$ cat src/rtl/comparator_search_bdeduffy.sv
// Binary-search driver for a WIDTH-bit magnitude comparator: probes valB with
// successive guesses, reads back the flags and recovers the unknown valA.
module comparator_search_bdeduffy #(
  parameter int WIDTH = 3
) (
  input  logic             clk,
  input  logic             rst_n,
  input  logic             start,
  input  logic             aGTb,
  input  logic             aLTb,
  input  logic             aEQb,
  output logic [WIDTH-1:0] guess,
  output logic             busy,
  output logic             done,
  output logic             error,
  output logic [WIDTH-1:0] result,
  output logic [3:0]       steps
);

  typedef enum logic [1:0] {
    IDLE  = 2'd0,
    PROBE = 2'd1,
    DONE  = 2'd2,
    ERROR = 2'd3
  } stateT;

  localparam logic [WIDTH-1:0] MAX_VAL     = {WIDTH{1'b1}};
  localparam logic [WIDTH-1:0] FIRST_GUESS = MAX_VAL >> 1;
  localparam logic [WIDTH-1:0] ONE         = WIDTH'(1);

  stateT            state, nextState;
  logic [WIDTH-1:0] lo, hi;
  logic [WIDTH-1:0] nextLo, nextHi, nextGuess, nextResult;
  logic [3:0]       nextSteps;

  logic flagsValid;
  logic atHi, atLo;
  logic rangeExhausted;
  logic acceptStart;

  // The comparator must answer with exactly one flag per probe.
  always_comb begin
    flagsValid = 1'b0;
    case ({aGTb, aLTb, aEQb})
      3'b100, 3'b010, 3'b001: flagsValid = 1'b1;
      default:                flagsValid = 1'b0;
    endcase
  end

  assign atHi           = (guess == hi);
  assign atLo           = (guess == lo);
  assign rangeExhausted = (aGTb && atHi) || (aLTb && atLo);
  assign acceptStart    = start && (state != PROBE);

  // State register
  // NOTE: sequential state uses non-blocking assignments so every register
  // samples pre-edge values; blocking here would create order-dependent races.
  always_ff @(posedge clk or negedge rst_n) begin
    if (!rst_n) begin
      state <= IDLE;
    end else begin
      state <= nextState;
    end
  end

  // Next-state logic
  // NOTE: every combinational output gets a default first, so no path through
  // the case statement can leave it unassigned and infer a latch.
  always_comb begin
    nextState = state;
    case (state)
      IDLE, DONE, ERROR: begin
        if (start) nextState = PROBE;
      end
      PROBE: begin
        if (!flagsValid || rangeExhausted) nextState = ERROR;
        else if (aEQb)                     nextState = DONE;
        else                               nextState = PROBE;
      end
      default: nextState = IDLE;
    endcase
  end

  // Datapath next values: range narrowing, probe count and captured result.
  always_comb begin
    nextLo     = lo;
    nextHi     = hi;
    nextGuess  = guess;
    nextResult = result;
    nextSteps  = steps;
    if (acceptStart) begin
      nextLo    = '0;
      nextHi    = MAX_VAL;
      nextGuess = FIRST_GUESS;
      nextSteps = 4'd0;
    end else if (state == PROBE) begin
      nextSteps = steps + 4'd1;
      if (flagsValid && !rangeExhausted) begin
        if (aEQb) begin
          nextResult = guess;
        end else begin
          if (aGTb) nextLo = guess + ONE;
          else      nextHi = guess - ONE;
          // lo <= hi always holds here, so the difference cannot wrap.
          nextGuess = nextLo + ((nextHi - nextLo) >> 1);
        end
      end
    end
  end

  always_ff @(posedge clk or negedge rst_n) begin
    if (!rst_n) begin
      lo     <= '0;
      hi     <= '0;
      guess  <= '0;
      result <= '0;
      steps  <= 4'd0;
    end else begin
      lo     <= nextLo;
      hi     <= nextHi;
      guess  <= nextGuess;
      result <= nextResult;
      steps  <= nextSteps;
    end
  end

  // Status levels follow the state directly, so they change on the same edge.
  always_comb begin
    busy  = (state == PROBE);
    done  = (state == DONE);
    error = (state == ERROR);
  end

endmodule
$ cat config.mk
export PLATFORM = sky130hd
export DESIGN_NAME = comparator_search_bdeduffy
export DESIGN_NICKNAME = d
export VERILOG_FILES = /design/src/rtl/comparator_search_bdeduffy.sv
export SDC_FILE = /design/constraint.sdc
export NUM_CORES = 1
export LEC_CHECK = 0
export CORE_ASPECT_RATIO = 0.7
export CORE_MARGIN = 5
export CORE_UTILIZATION = 55
export CTS_CLUSTER_SIZE = 24
export DETAILED_ROUTE_END_ITERATION = 8
export PLACE_DENSITY = 0.83
export SYNTH_ARGS = -nofsm -noshare
export SYNTH_HDL_FRONTEND = slang
export SYNTH_SLANG_ARGS = --single-unit
export TNS_END_PERCENT = 5
$ cat constraint.sdc
create_clock -name clk -period 5.1 [get_ports clk]
set_input_delay 0.51 -clock clk [delete_from_list [all_inputs] [get_ports clk]]
set_output_delay 0.51 -clock clk [all_outputs]
set_load 0.02 [all_outputs]
# Word-level counts from Yosys, hierarchy flattened
# Cells that the tools add are included.
# classes
add_sub_neg	5
n_eq_ne	11
n_mux	29
bitwise	1
n_reduce_logical	15
# op_table
operator	n
2-to-1 mux 3 bit	22
2-to-1 mux 4 bit	2
== test 3 bit	2
2-to-1 mux 2 bit	3
OR reduction 3 bit	2
adder 4 x 1 -> 4 bit (second input constant)	1
== test 2 bit (second input constant)	2
logical AND 1 bit	4
!= test 2 x 1 -> 1 bit (second input constant)	2
case mux 2 bit (2 select lines)	1
AND reduction 4 bit	1
nonzero test 2 bit	2
adder 3 x 1 -> 3 bit (second input constant)	1
adder 3 x 2 -> 3 bit	1
== test 3 x 1 -> 1 bit (second input constant)	1
== test 3 x 2 -> 1 bit (second input constant)	1
== test 3 bit (second input constant)	1
AND reduction 3 bit	1
subtractor 3 x 1 -> 3 bit (second input constant)	1
subtractor 3 bit	1
== test 2 x 1 -> 1 bit (second input constant)	1
zero test 1 bit	2
zero test 2 bit	1
logical OR 1 bit	2
3 further kinds	3
# word_totals
ff_bits	18
in_bits	6
output_inout_bits	13
wordCells	67

# Logic depth before layout (Yosys ltp)
# depth
word_depth	14
mapped_depth	12
ltp_nobuf	12

# Least setup slack after synthesis
# Ideal clock, no wire load.
# synth_path
path_type	register to register
startpoint	register guess[0]
endpoint	register guess[2]
setup_time_ns	0.121
t_arrival_ns	2.620
required_time_ns	4.979
setup_slack_ns	2.359
path_stages_with_launch	12
n_path_buf	0
period_less_slack_ns	2.741
cell_sequence	dfrtp_1 inv_1 ha_1 mux2_2 fa_1 inv_1 ha_1 inv_1 fa_1 xor2_1 mux2i_1 nor2_1
# synth_between
elab_chain_len	12
elab_cells_between_ends	27
classes_between	4 x add/sub; 2 x eq/ne; 14 x mux; 7 x reduce/logical
# synth_lines
element	line_no	text
start, declared	12	output logic [WIDTH-1:0] guess,
start signal, assigned	121	guess <= nextGuess;
subtractor 3 x 1 -> 3 bit / adder 3 x 1 -> 3 bit (equally long branches)	103, 102	
2-to-1 mux 3 bit	102	if (aGTb) nextLo = guess + ONE;
2-to-1 mux 3 bit	99	if (aEQb) begin
2-to-1 mux 3 bit	98	if (flagsValid && !rangeExhausted) begin
2-to-1 mux 3 bit	96	end else if (state == PROBE) begin
2-to-1 mux 3 bit	91	if (acceptStart) begin
subtractor 3 bit	105	nextGuess = nextLo + ((nextHi - nextLo) >> 1);
adder 3 x 2 -> 3 bit	105	
2-to-1 mux 3 bit	99	
2-to-1 mux 3 bit	98	
2-to-1 mux 3 bit	96	
2-to-1 mux 3 bit	91	
# Several ways; a longest one is shown, not always the timed one. The select of a mux whose other input is x is not followed.
# A chain may end at the register's enable or synchronous reset.

# Worst setup path after layout
# layout_path
startpoint	input aGTb
endpoint	register guess[2]
# layout_between
elab_chain_len	11
elab_cells_between_ends	27
classes_between	2 x add/sub; 3 x eq/ne; 15 x mux; 7 x reduce/logical
# layout_lines
element	line_no	text
start, declared	9	input logic aGTb,
2-to-1 mux 3 bit	102	
2-to-1 mux 3 bit	99	
2-to-1 mux 3 bit	98	
2-to-1 mux 3 bit	96	
2-to-1 mux 3 bit	91	
subtractor 3 bit	105	
adder 3 x 2 -> 3 bit	105	
2-to-1 mux 3 bit	99	
2-to-1 mux 3 bit	98	
2-to-1 mux 3 bit	96	
2-to-1 mux 3 bit	91	
# Several ways; a longest one is shown, not always the timed one. The select of a mux whose other input is x is not followed.

==> impl_metrics.env <==
export IMPL_slew_violations=0
export IMPL_final_cells=147
export IMPL_routedWlPerCell_microns=15.4
export IMPL_min_to="steps[3]"
export IMPL_final_nets=138
export IMPL_outcome="finished, final reports clean"
export IMPL_crit_fanout=13
export IMPL_vdd_drop_max_v=0.000319
export IMPL_route_detailed_drc=0
export IMPL_syn_area_sq_um=1100
export IMPL_drt_first_iter_violations=26
export IMPL_maxCapViolCount=0
export IMPL_synth_seq_cells=18
export IMPL_post_cts_resized=0
export IMPL_hold_path_startpoint="steps[3]"
export IMPL_finalCritPeriodShare=0.585
export IMPL_ys_flop_type="dfrtp_1"
export IMPL_end_kind="flip-flop"
export IMPL_synth_edf_count=0
export IMPL_final_setup_viol_count=0
export IMPL_grt_pass1_vias=818
export IMPL_r2r_start="guess[0]"
export IMPL_critPathLaunchType="input port"
export IMPL_critical_path_required_ns=5.29
export IMPL_crit_arrival_ns=3.17
export IMPL_path_cells="clkdlybuf4s50_1 -> mux2_2 -> fa_1 -> inv_1 -> ha_1 -> inv_1 -> fa_1 -> xor2_1 -> mux2i_1 -> nor2_1"
export IMPL_p_per_area_nw_per_um2=513
export IMPL_worstMarginPinSlew_ns=0.829
export IMPL_die_y_microns=47.4
export IMPL_reg2reg_slack_ns=2.25
export IMPL_numCtsBuffers=3
export IMPL_rsz0062_at_grt="false"
export IMPL_worst_r2r_cell_count=11
export IMPL_die_w_microns=63.4
export IMPL_layout_drive_gt1_share=0.120
export IMPL_place_gp_congestion=0.839
export IMPL_yosys_area_top_type_share=0.410
export IMPL_post_route_min_period_ns=2.98
export IMPL_grt_pass1_wl_microns=3880
export IMPL_fp_coreArea_sq_um=1870
export IMPL_leakage_uw=0.000589
export IMPL_start_util=0.587
export IMPL_grt_max_degree=19
export IMPL_syn_num_nets=119
export IMPL_slowest_delay_ns=0.77
export IMPL_die_area_sq_um=3010
export IMPL_setup_tns_ns=0
export IMPL_portBuffers=18
export IMPL_hold_depth=1
export IMPL_r2r_end="guess[2]"
export IMPL_via_per_inst=5.71
export IMPL_antenna_cells=0
export IMPL_syn_inst=107
export IMPL_areaGrowthSynthToFinish_pct=19.6
export IMPL_synth_most_common_cell="dfrtp_1"
export IMPL_rows=13
export IMPL_yosys_top_cells_area="dfrtp_1, o21ai_0, xnor2_1"
export IMPL_ff_latch_area_sq_um=450
export IMPL_grt_antenna_before_repair=0
export IMPL_grt_remaining_overflow=0
export IMPL_cts_root_buf="clkbuf_4"
export IMPL_first_pass_iters=4
export IMPL_cts_hold_buf=0
export IMPL_clock_sinks=18
export IMPL_cts_tree="done"
export IMPL_min_path_type="flip-flop to flip-flop"
export IMPL_multi_input_area_sq_um=589
export IMPL_hold_viol=0
export IMPL_clkTransAtPathRegs_ns=0.11
export IMPL_via_count=840
export IMPL_dp_cells=143
export IMPL_syn_area_per_cell_sq_um=10.3
export IMPL_async_flop_share=1.00
export IMPL_fmax_mhz=335
export IMPL_post_cts_setup_buffer_count=0
export IMPL_gr_usage_all_layers=0.170
export IMPL_fin_skew_ns=0.00619
export IMPL_worst_setup_path_type="input port to flip-flop"
export IMPL_slew_headroom=0.446
export IMPL_clock_path_buffers=2
export IMPL_htree_levels=1
export IMPL_ios=19
export IMPL_drtAntennaViolNets=0
export IMPL_yosys_area_top_type="dfrtp_1"
export IMPL_cp_slowest_cell="clkdlybuf4s50_1"
export IMPL_yosys_warnings=0
export IMPL_clk_latency_ns=0.30
export IMPL_synth_cell_types=29
export IMPL_drt_wl_total_microns=2260
export IMPL_ys_seq_area_frac=0.410
export IMPL_synth_common_cells="dfrtp_1, o21ai_0, nor2_1, inv_1, xnor2_1"
export IMPL_fillers=147
export IMPL_dp_hpwl_microns=1720
==> critical path, delay by kind of cell <==
family	cells	cell delay, ns
adder cells (fa/ha/maj)	3	0.96
buffers and inverters	3	0.89
multiplexers	2	0.58
XOR/XNOR	1	0.17
AND/OR/NAND/NOR	1	0.06
==> cells in the final DEF (no fill, tap or decap), types with 3 or more instances in the layout <==
master and n:
dfrtp_1 18, clkdlybuf4s50_1 18, o21ai_0 13, nor2_1 9, inv_1 8, xnor2_1 7
nand2_1 6, mux2i_1 6, mux2_2 5, xor2_1 5, ha_1 4, nand4_1 3
clkbuf_4 3
==> cell families after synthesis <==
kind of cell,after synthesis,synth area share
flip-flops,18,0.410
XOR/XNOR,12,0.0957
buffers and inverters,12,0.0535
adder cells (fa/ha/maj),6,0.0820
multiplexers,12,0.118
AO/OA/AOI/OAI,19,0.109
AND/OR/NAND/NOR,28,0.131
==> power by group <==
group,total [uW],internal (uW),switching [uW]
Clock,89.0,43.6,45.4
Combinational,349,165,184
Sequential,235,183,52.3
==> stage by stage <==
stage / power (uW) / utilization / setup WS [ns] / cell area, sq um / hold slack (ns)
final: 673 / 0.702 / 2.12 / 1310 / 0.491
after global routing: 729 / 0.702 / 1.99 / 1310 / 0.504
after CTS: 679 / 0.702 / 2.13 / 1310 / 0.491
after detailed placement: 584 / 0.683 / 1.80 / 1280 / 0.474
after global placement: 576 / 0.683 / 1.88 / 1280 / 0.474
after floorplan: 465 / - / 2.36 / 1100 / 0.214
==> worst max-delay path by stage <==
stage	startpoint	endpoint	slack, ns	cells after the start
floorplan	guess[0]	guess[2]	2.36	11
global placement	aGTb	guess[2]	1.88	10
detailed placement	aGTb	guess[2]	1.80	10
CTS	aGTb	guess[2]	2.13	10
global route	aGTb	guess[2]	1.99	11
finish	aGTb	guess[2]	2.12	10
==> registers in the layout, summed over array words and instances, names as in the netlist <==
signal / flops
result: 3
steps: 4
hi: 3
state: 2
guess: 3
lo: 3
==> layer usage <==
metal / track usage / up-vias / part of all wire
met2: 0.255 / 30 / 0.44
met4: 0.0539 / 0 / 0.0031
met5: 0 / - / 0
met3: 0.0574 / 2 / 0.073
met1: 0.234 / 401 / 0.48
li1: - / 407 / -
==> final cells by class <==
type,instances,area share
multi-input combinational,77,0.449
sequential,18,0.343
timing repair buffer,18,0.137
clock buffer,4,0.0276
inverter,8,0.0229
tap,22,0.0210
Power figures use the tool's default switching activity.
